--- src/rtl/noise_stats_monitor.sv ---
// noise_stats_monitor: windowed statistics checker for a signed fixed-point
// noise stream. Accumulates sum, sum of squares, min, max and tail count over
// 2^LOG2_N samples, then reports a rounded mean and variance on a held result port.
module noise_stats_monitor #(
   parameter int unsigned DATA_W   = 16,
   parameter int unsigned FRAC_W   = 11,
   parameter int unsigned LOG2_N   = 10,
   parameter int unsigned TAIL_THR = 6144
) (
   input  logic                  clk,
   input  logic                  rst_n,
   input  logic                  start,
   input  logic                  clear,
   input  logic                  s_valid,
   output logic                  s_ready,
   input  logic [DATA_W-1:0]     s_data,
   output logic                  busy,
   output logic                  r_valid,
   input  logic                  r_ready,
   output logic [DATA_W-1:0]     r_mean,
   output logic [2*DATA_W-1:0]   r_var,
   output logic [DATA_W-1:0]     r_min,
   output logic [DATA_W-1:0]     r_max,
   output logic [LOG2_N:0]       r_tail
);

   localparam int unsigned SUM_W  = DATA_W + LOG2_N;
   localparam int unsigned PROD_W = 2 * DATA_W;
   localparam int unsigned SQ_W   = PROD_W + LOG2_N;
   localparam int unsigned BIT_W  = $clog2(DATA_W + 1);
   localparam int unsigned HALF   = 1 << (LOG2_N - 1);

   localparam logic [DATA_W-1:0] MAX_CODE = {1'b0, {(DATA_W-1){1'b1}}};
   localparam logic [DATA_W-1:0] MIN_CODE = {1'b1, {(DATA_W-1){1'b0}}};
   localparam logic [DATA_W-1:0] NEG_MAX  = {1'b1, {(DATA_W-2){1'b0}}, 1'b1};

   // Fraction bits only give the samples their meaning; they must leave a sign bit.
   if (FRAC_W >= DATA_W) begin : g_frac_chk
      $error("FRAC_W must be smaller than DATA_W");
   end

   typedef enum logic [2:0] {
      S_IDLE, S_ACCUM, S_ROUND, S_SQR, S_SUB, S_REPORT
   } state_t;

   state_t state_q, state_d;

   logic signed [SUM_W-1:0]  sum_q;
   logic [SQ_W-1:0]          sumsq_q;
   logic signed [DATA_W-1:0] min_q, max_q;
   logic [LOG2_N:0]          tail_q;
   logic [LOG2_N-1:0]        cnt_q;
   logic [DATA_W-1:0]        mean_q;
   logic [PROD_W-1:0]        ex2_q;
   logic [PROD_W-1:0]        mcand_q;
   logic [DATA_W-1:0]        mplr_q;
   logic [PROD_W-1:0]        sq_q;
   logic [BIT_W-1:0]         bit_q;

   logic                     start_c, xfer_c, last_c, tail_c;
   logic signed [DATA_W-1:0] samp_c;
   logic [DATA_W-1:0]        mag_c;
   logic signed [PROD_W-1:0] prod_c;
   logic signed [SUM_W:0]    rnd_sum_c, mean_sh_c;
   logic [SUM_W-DATA_W+1:0]  mean_hi_c;
   logic [DATA_W-1:0]        mean_c, mean_abs_c;
   logic [SQ_W:0]            rnd_sq_c, ex2_sh_c;
   logic [PROD_W-1:0]        ex2_c, var_c;

   // Per-sample terms: transfer qualifiers, saturated magnitude, square.
   always_comb begin
      start_c = start & ~clear;
      xfer_c  = s_valid & s_ready;
      last_c  = xfer_c & (cnt_q == '1);
      samp_c  = s_data;
      mag_c   = s_data;
      if (s_data[DATA_W-1]) begin
         mag_c = (s_data == MIN_CODE) ? MAX_CODE : (~s_data + DATA_W'(1));
      end
      tail_c  = (mag_c >= DATA_W'(TAIL_THR));
      prod_c  = PROD_W'(samp_c) * PROD_W'(samp_c);
   end

   // Window reduction: rounded, saturated mean and E[x^2], then the final variance.
   always_comb begin
      rnd_sum_c  = (SUM_W+1)'(sum_q) + (SUM_W+1)'(HALF);
      mean_sh_c  = rnd_sum_c >>> LOG2_N;
      mean_hi_c  = mean_sh_c[SUM_W:DATA_W-1];
      mean_c     = mean_sh_c[DATA_W-1:0];
      if (!((&mean_hi_c) || (mean_hi_c == '0))) begin
         mean_c = mean_sh_c[SUM_W] ? MIN_CODE : MAX_CODE;
      end
      mean_abs_c = mean_c[DATA_W-1] ? (~mean_c + DATA_W'(1)) : mean_c;
      rnd_sq_c   = (SQ_W+1)'(sumsq_q) + (SQ_W+1)'(HALF);
      ex2_sh_c   = rnd_sq_c >> LOG2_N;
      ex2_c      = (|ex2_sh_c[SQ_W:PROD_W]) ? '1 : ex2_sh_c[PROD_W-1:0];
      var_c      = (ex2_q >= sq_q) ? (ex2_q - sq_q) : '0;
   end

   // Next-state logic; clear overrides every other request.
   always_comb begin
      state_d = state_q;
      if (clear) begin
         state_d = S_IDLE;
      end else begin
         case (state_q)
            S_IDLE:   if (start) state_d = S_ACCUM;
            S_ACCUM:  if (last_c) state_d = S_ROUND;
            S_ROUND:  state_d = S_SQR;
            S_SQR:    if (bit_q == BIT_W'(DATA_W - 1)) state_d = S_SUB;
            S_SUB:    state_d = S_REPORT;
            S_REPORT: if (r_ready) state_d = S_IDLE;
            default:  state_d = S_IDLE;
         endcase
      end
   end

   // State register with handshake/status outputs registered from the next state.
   always_ff @(posedge clk or negedge rst_n) begin
      if (!rst_n) begin
         state_q <= S_IDLE;
         s_ready <= 1'b0;
         busy    <= 1'b0;
         r_valid <= 1'b0;
      end else begin
         state_q <= state_d;
         s_ready <= (state_d == S_ACCUM);
         busy    <= (state_d != S_IDLE);
         r_valid <= (state_d == S_REPORT);
      end
   end

   // Datapath: accumulate, round, shift-add square of |mean|, publish results.
   always_ff @(posedge clk or negedge rst_n) begin
      if (!rst_n) begin
         sum_q   <= '0;
         sumsq_q <= '0;
         min_q   <= '0;
         max_q   <= '0;
         tail_q  <= '0;
         cnt_q   <= '0;
         mean_q  <= '0;
         ex2_q   <= '0;
         mcand_q <= '0;
         mplr_q  <= '0;
         sq_q    <= '0;
         bit_q   <= '0;
         r_mean  <= '0;
         r_var   <= '0;
         r_min   <= '0;
         r_max   <= '0;
         r_tail  <= '0;
      end else begin
         case (state_q)
            S_IDLE: begin
               if (start_c) begin
                  sum_q   <= '0;
                  sumsq_q <= '0;
                  min_q   <= MAX_CODE;
                  max_q   <= NEG_MAX;
                  tail_q  <= '0;
                  cnt_q   <= '0;
               end
            end
            S_ACCUM: begin
               if (xfer_c) begin
                  sum_q   <= sum_q + SUM_W'(samp_c);
                  sumsq_q <= sumsq_q + SQ_W'($unsigned(prod_c));
                  if (samp_c < min_q) min_q <= samp_c;
                  if (samp_c > max_q) max_q <= samp_c;
                  tail_q  <= tail_q + (LOG2_N+1)'(tail_c);
                  cnt_q   <= cnt_q + LOG2_N'(1);
               end
            end
            S_ROUND: begin
               mean_q  <= mean_c;
               ex2_q   <= ex2_c;
               mplr_q  <= mean_abs_c;
               mcand_q <= PROD_W'(mean_abs_c);
               sq_q    <= '0;
               bit_q   <= '0;
            end
            S_SQR: begin
               if (mplr_q[0]) sq_q <= sq_q + mcand_q;
               mcand_q <= mcand_q << 1;
               mplr_q  <= mplr_q >> 1;
               bit_q   <= bit_q + BIT_W'(1);
            end
            S_SUB: begin
               if (!clear) begin
                  r_mean <= mean_q;
                  r_var  <= var_c;
                  r_min  <= min_q;
                  r_max  <= max_q;
                  r_tail <= tail_q;
               end
            end
            default: ;
         endcase
      end
   end

endmodule

--- config.mk ---
export PLATFORM = sky130hd
export DESIGN_NAME = noise_stats_monitor
export DESIGN_NICKNAME = d
export VERILOG_FILES = /design/src/rtl/noise_stats_monitor.sv
export SDC_FILE = /design/constraint.sdc
export NUM_CORES = 2
export LEC_CHECK = 0
export CORE_MARGIN = 5
export CORE_UTILIZATION = 39
export CTS_BUF_LIST = sky130_fd_sc_hd__clkbuf_2
export CTS_CLUSTER_DIAMETER = 50
export DETAILED_ROUTE_END_ITERATION = 16
export GPL_TIMING_DRIVEN = 0
export PLACE_DENSITY = 0.62
export REMOVE_ABC_BUFFERS = 1
export SLEW_MARGIN = 20
export SYNTH_ARGS = -nofsm -noshare
export SYNTH_HDL_FRONTEND = slang
export SYNTH_SLANG_ARGS = --single-unit
--- constraint.sdc ---
create_clock -name clk -period 6.1 [get_ports clk]
set_clock_uncertainty 0.05 [all_clocks]
set_input_delay 0.915 -clock clk [delete_from_list [all_inputs] [get_ports clk]]
set_output_delay 0.915 -clock clk [all_outputs]
set_load 0.02 [all_outputs]
======== After elaboration in Yosys (flattened, before gate mapping) ========
Index checks and enable logic that the tools add are counted.
storage, ports and cells
  flip-flop bits (word level) ............. 351
  input port bits ......................... 22
  output and inout bits ................... 94
operators by class
  $mul .................................... 1
  add/subtract/negate cells ............... 11
  equal/unequal tests ..................... 15
  $lt $le $gt $ge ......................... 4
  reductions and logical operators ........ 12
  bitwise logic cells ..................... 6
  multiplexer cells ....................... 38
operators with widths
  kind                                                               count
  16-bit two-way mux                                                 11
  32-bit case mux with 2 select lines                                2
  32-bit two-way mux                                                 3
  16-bit case mux with 2 select lines                                3
  42-bit two-way mux                                                 2
  42-bit case mux with 2 select lines                                1
  26-bit two-way mux                                                 2
  26-bit case mux with 2 select lines                                1
  42-bit by 10-bit adder with 43-bit output (second input constant)  1
  42-bit by 32-bit adder with 42-bit output                          1
  16-bit by 1-bit adder with 16-bit output (second input constant)   2
  32-bit adder                                                       1
  32-bit >= comparator                                               1
  16-bit by 16-bit multiplier with 32-bit output                     1
  16-bit inverter                                                    2
  32-bit subtractor                                                  1
  26-bit by 11-bit adder with 27-bit output (second input constant)  1
  26-bit by 16-bit adder with 26-bit output                          1
  11-bit two-way mux                                                 2
  11-bit case mux with 2 select lines                                1
  10-bit two-way mux                                                 2
  10-bit case mux with 2 select lines                                1
  3-bit case mux with 6 select lines                                 1
  16-bit equality test (second input constant)                       1
  24 further kinds                                                   42

======== Longest topological paths before layout ========
  depth in word-level cells ............... 8
  gate-level depth with buffers ........... 36
  gate-level depth less buffers ........... 33

======== Worst setup path after synthesis ========
No wires, ideal clock.
  path kind ............................... input to register
  start point ............................. in s_data[15]
  end point ............................... reg sumsq_q[34]
  data required time ...................... 5.918 ns
  arrival time ............................ 8.557 ns
  stages on the path ...................... 31
  path slack .............................. -2.639 ns
  path buffers ............................ 2
  cell sequence ........................... clkbuf_1 -> clkinv_1 -> buf_1 -> nor2_1 -> fa_1 -> inv_1 -> fa_1 -> inv_1 -> fa_1 -> fa_1 -> fa_1 -> inv_1 -> fa_1 -> inv_1 -> ha_1 -> a21o_1 -> a21oi_1 -> o21ai_0 -> a21o_1 -> a21o_1 -> a21o_1 -> a22oi_1 -> nand2b_1 -> xor2_1 -> ha_1 -> and3_1 -> nand4_1 -> o211a_1 -> a2111oi_2 -> xnor2_1 -> nor2_1
on the way
  cells in the longest elaborated chain, start to end .. 4
ends and longest elaborated chain
  item                                            RTL line  source
  start, declared                                 16        input logic [DATA_W-1:0] s_data,
  16-bit by 16-bit multiplier with 32-bit output  81        prod_c = PROD_W'(samp_c) * PROD_W'(samp_c);
  42-bit by 32-bit adder with 42-bit output       168       sumsq_q <= sumsq_q + SQ_W'($unsigned(prod_c));
  42-bit two-way mux                              166       if (xfer_c) begin
  42-bit case mux with 2 select lines             154       case (state_q)
  end signal, assigned                            168
  end, declared                                   49        logic [SQ_W-1:0] sumsq_q;
No other way between the ends. The select of a mux whose other input is x is not followed.
A chain may end at the register's enable or synchronous reset.

======== Final worst setup path ========
  start point ............................. in s_data[10]
  end point ............................... reg sumsq_q[34]
Same word-level chain as after synthesis.

==> impl_metrics.env <==
export IMPL_fmax_mhz=137
export IMPL_grtUsageTotal_pct=19.3
export IMPL_postSynthCellCount=3466
export IMPL_required_ns=6.93
export IMPL_drt_vias_per_instance=5.18
export IMPL_crit_buf_inv=7
export IMPL_worstMarginPinSlew_ns=1.01
export IMPL_yosysSeqAreaShare_pct=28.5
export IMPL_clock_sinks=351
export IMPL_crit_family="adder cells"
export IMPL_violations="negative setup slack"
export IMPL_dieArea_um2=84800
export IMPL_start_util_pct=39.1
export IMPL_core_area_um2=78700
export IMPL_finalSetupViolations=26
export IMPL_htree_levels=3
export IMPL_drive_gt1_share_pct=13.3
export IMPL_clk_latency_ns=1.10
export IMPL_cts_root_buf="clkbuf_2"
export IMPL_tritoncts_num_buffers=99
export IMPL_gp_congestion=0.864
export IMPL_clkTransAtPathRegs_ns=0.10
export IMPL_antenna_found_initial=2
export IMPL_antenna_left=0
export IMPL_finalNetCount=4196
export IMPL_ios=116
export IMPL_tritoncts="yes"
export IMPL_wire_per_inst_um=17.4
export IMPL_grt_start_max_net_pins=93
export IMPL_setup_tns_ns=-20.69
export IMPL_grt_first_pass_wirelength_um=135000
export IMPL_drc=0
export IMPL_ys_ff_latch=351
export IMPL_synth_edff_count=0
export IMPL_drv_slew=0
export IMPL_placed_area_um2=33200
export IMPL_max_stage_delay_ns=0.54
export IMPL_chipHeight_um=291
export IMPL_worst_slack_ns=-1.20
export IMPL_rsz0062_at_grt="yes"
export IMPL_critPathLaunch="s_data[10]"
export IMPL_post_route_period_util_pct=120
export IMPL_slew_headroom_pct=32.6
export IMPL_period_needed_ns=7.30
export IMPL_grt_pass1_vias=25068
export IMPL_firstDrtPassIters=5
export IMPL_gr_total_overflow=0
export IMPL_rrSetupSlack_ns=1.69
export IMPL_synthArstFlopShare_pct=100
export IMPL_startpoint_type="input port"
export IMPL_rows=103
export IMPL_cp_end_kind="flop"
export IMPL_yosysWarnings=0
export IMPL_max_cap_violations=0
export IMPL_path_class="in -> reg"
export IMPL_first_iter_violations=1481
export IMPL_syn2layout_area_growth_pct=18.4
export IMPL_critPathSlowestCell="fa_1"
export IMPL_cp_max_fo=5
export IMPL_io_buffers=115
export IMPL_yosysUniqueCellTypes=92
export IMPL_cts_buffer_depth=3
export IMPL_hp_class="in -> reg"
export IMPL_fillCellCount=7552
export IMPL_whs_ns=0.157
export IMPL_synthFlopType="dfrtp_1"
export IMPL_final_hold_violation_count=0
export IMPL_post_dp_hpwl_um=58400
export IMPL_avgSynthCellArea_um2=8.89
export IMPL_hp_start="s_data[0]"
export IMPL_syn_area_um2=30800
export IMPL_utilization_pct=46.3
export IMPL_status="finished, violations left"
export IMPL_crit_arrival_ns=8.13
export IMPL_final_area_um2=36500
export IMPL_crit_top_cell="fa_1"
export IMPL_vias=24917
export IMPL_routed_wl_um=83800
export IMPL_r2r_start="sum_q[9]"
export IMPL_die_w_um=291
-- cell usage in the layout (no fill, tap or decap), types with 16 or more instances in the layout --
master           count
a21o_1              78
and3_1              23
a21oi_1            166
clkinv_1            23
clkbuf_2           136
xor2_1              83
fa_1               232
nand2b_1            26
nor2b_1             24
o21ai_1             20
xnor2_1            100
a211oi_1            22
or3_1               16
ha_1               227
nand3_1            100
o21bai_1            20
and2_1              37
mux2i_1             17
a31oi_1             16
a21oi_2             23
buf_16              18
nor2_1             200
inv_1              432
nor3_1              36
nand2_1            422
buf_4               89
dfrtp_1            350
o21ai_0            179
o31ai_1             24
clkdlybuf4s50_1     98
nand4_1             42
a22o_1              60
-- layout make-up --
| type | instances | area (um2) | share of cell area (%) |
|---|---|---|---|
| Sequential cell | 351 | 8790 | 24.1 |
| Multi-Input combinational cell | 2524 | 20700 | 56.7 |
| Timing Repair Buffer | 254 | 3040 | 8.33 |
| Inverter | 454 | 1760 | 4.82 |
| Antenna cell | 3 | 7.51 | 0.0206 |
| Clock inverter | 34 | 220 | 0.604 |
| Tap cell | 1050 | 1310 | 3.60 |
| Clock buffer | 136 | 681 | 1.87 |
-- repair_timing --
item | in CTS | in global routing
gates cloned | 9 | 2
gates resized for setup | 264 | 74
pin swaps | 104 | 64
hold buffers | 6 | 1
hold endpoints to repair | 145 | 1
setup endpoints to repair | 32 | 28
buffers inserted | 88 | 18
-- logic make-up after synthesis --
family | Yosys count | synth area share, %
adder cells (fa/ha/maj) | 490 | 25.7
flip-flops | 351 | 28.5
AND/OR/NAND/NOR | 1037 | 15.6
XOR/XNOR | 189 | 5.39
multiplexers | 18 | 0.589
AO/OA/AOI/OAI | 790 | 17.0
buffers and inverters | 591 | 7.24
-- registers in the layout (all words and copies together) (netlist names), 5 cells and up --
signal and flops:
max_q 16, r_tail 11, min_q 16, mplr_q 16, r_min 16, cnt_q 10
r_mean 16, mean_q 16, mcand_q 32, sq_q 32, tail_q 11, bit_q 5
sumsq_q 42, ex2_q 32, sum_q 26, r_var 32, r_max 16
-- worst paths after layout --
kind                          endpoint  cells past startpoint
max                        sumsq_q[34]                     33
min                           min_q[0]                      2
max reg2reg                 mcand_q[8]                     12
min reg2reg                  r_mean[3]                      2
max in group asynchronous     max_q[6]                      4
min in group asynchronous  mcand_q[16]                      2
-- routing by layer --
layer	wire length [um]	vias to the layer above	GRT usage, %
met4	2410	0	6.00
met2	40300	556	32.6
li1	-	12230	-
met1	37300	11987	25.7
met3	3830	144	2.94
met5	0	-	0
-- Yosys cell counts (6+ instances only) --
| master | number | area [um2] |
|---|---|---|
| inv_1 | 453 | 1700 |
| nand2_1 | 434 | 1630 |
| dfrtp_1 | 351 | 8780 |
| ha_1 | 250 | 3130 |
| fa_1 | 240 | 4800 |
| nor2_1 | 217 | 815 |
| o21ai_0 | 201 | 1010 |
| a21oi_1 | 194 | 971 |
| clkbuf_1 | 115 | 432 |
| nand3_1 | 107 | 536 |
| xnor2_1 | 105 | 920 |
| xor2_1 | 83 | 727 |
| a21o_1 | 78 | 586 |
| a22o_1 | 60 | 526 |
| and2_1 | 49 | 307 |
| nand4_1 | 42 | 263 |
| nor3_1 | 38 | 190 |
| nand2b_1 | 28 | 175 |
| and3_1 | 26 | 163 |
| o31ai_1 | 26 | 195 |
| nor2b_1 | 25 | 156 |
| a211oi_1 | 24 | 180 |
| o21bai_1 | 21 | 158 |
| a31oi_1 | 19 | 119 |
| mux2i_1 | 17 | 170 |
| or3_1 | 17 | 106 |
| o21a_1 | 16 | 120 |
| o22ai_1 | 15 | 93.8 |
| o32a_1 | 15 | 150 |
| o211ai_1 | 14 | 105 |
| buf_1 | 11 | 41.3 |
| a22oi_1 | 8 | 60.1 |
| a31o_2 | 8 | 70.1 |
| and4_1 | 8 | 70.1 |
| buf_2 | 8 | 40.0 |
| a221o_1 | 7 | 70.1 |
| a41oi_1 | 7 | 61.3 |
| nor4_1 | 7 | 43.8 |
| a211o_1 | 6 | 52.6 |
| nor3b_1 | 6 | 45.0 |
| or2_2 | 6 | 37.5 |
-- through the flow --
step                worst slack, ns  cells
global route                  -1.20   4806
detailed placement            -4.22   4511
global placement             -12.17   4494
finish                        -1.20   4806
floorplan                     -2.24   3329
CTS                          -0.789   4784
Power is left out: the tool's default activity adds up to more than one toggle a clock period on the data nets, which glitch-free logic cannot reach.
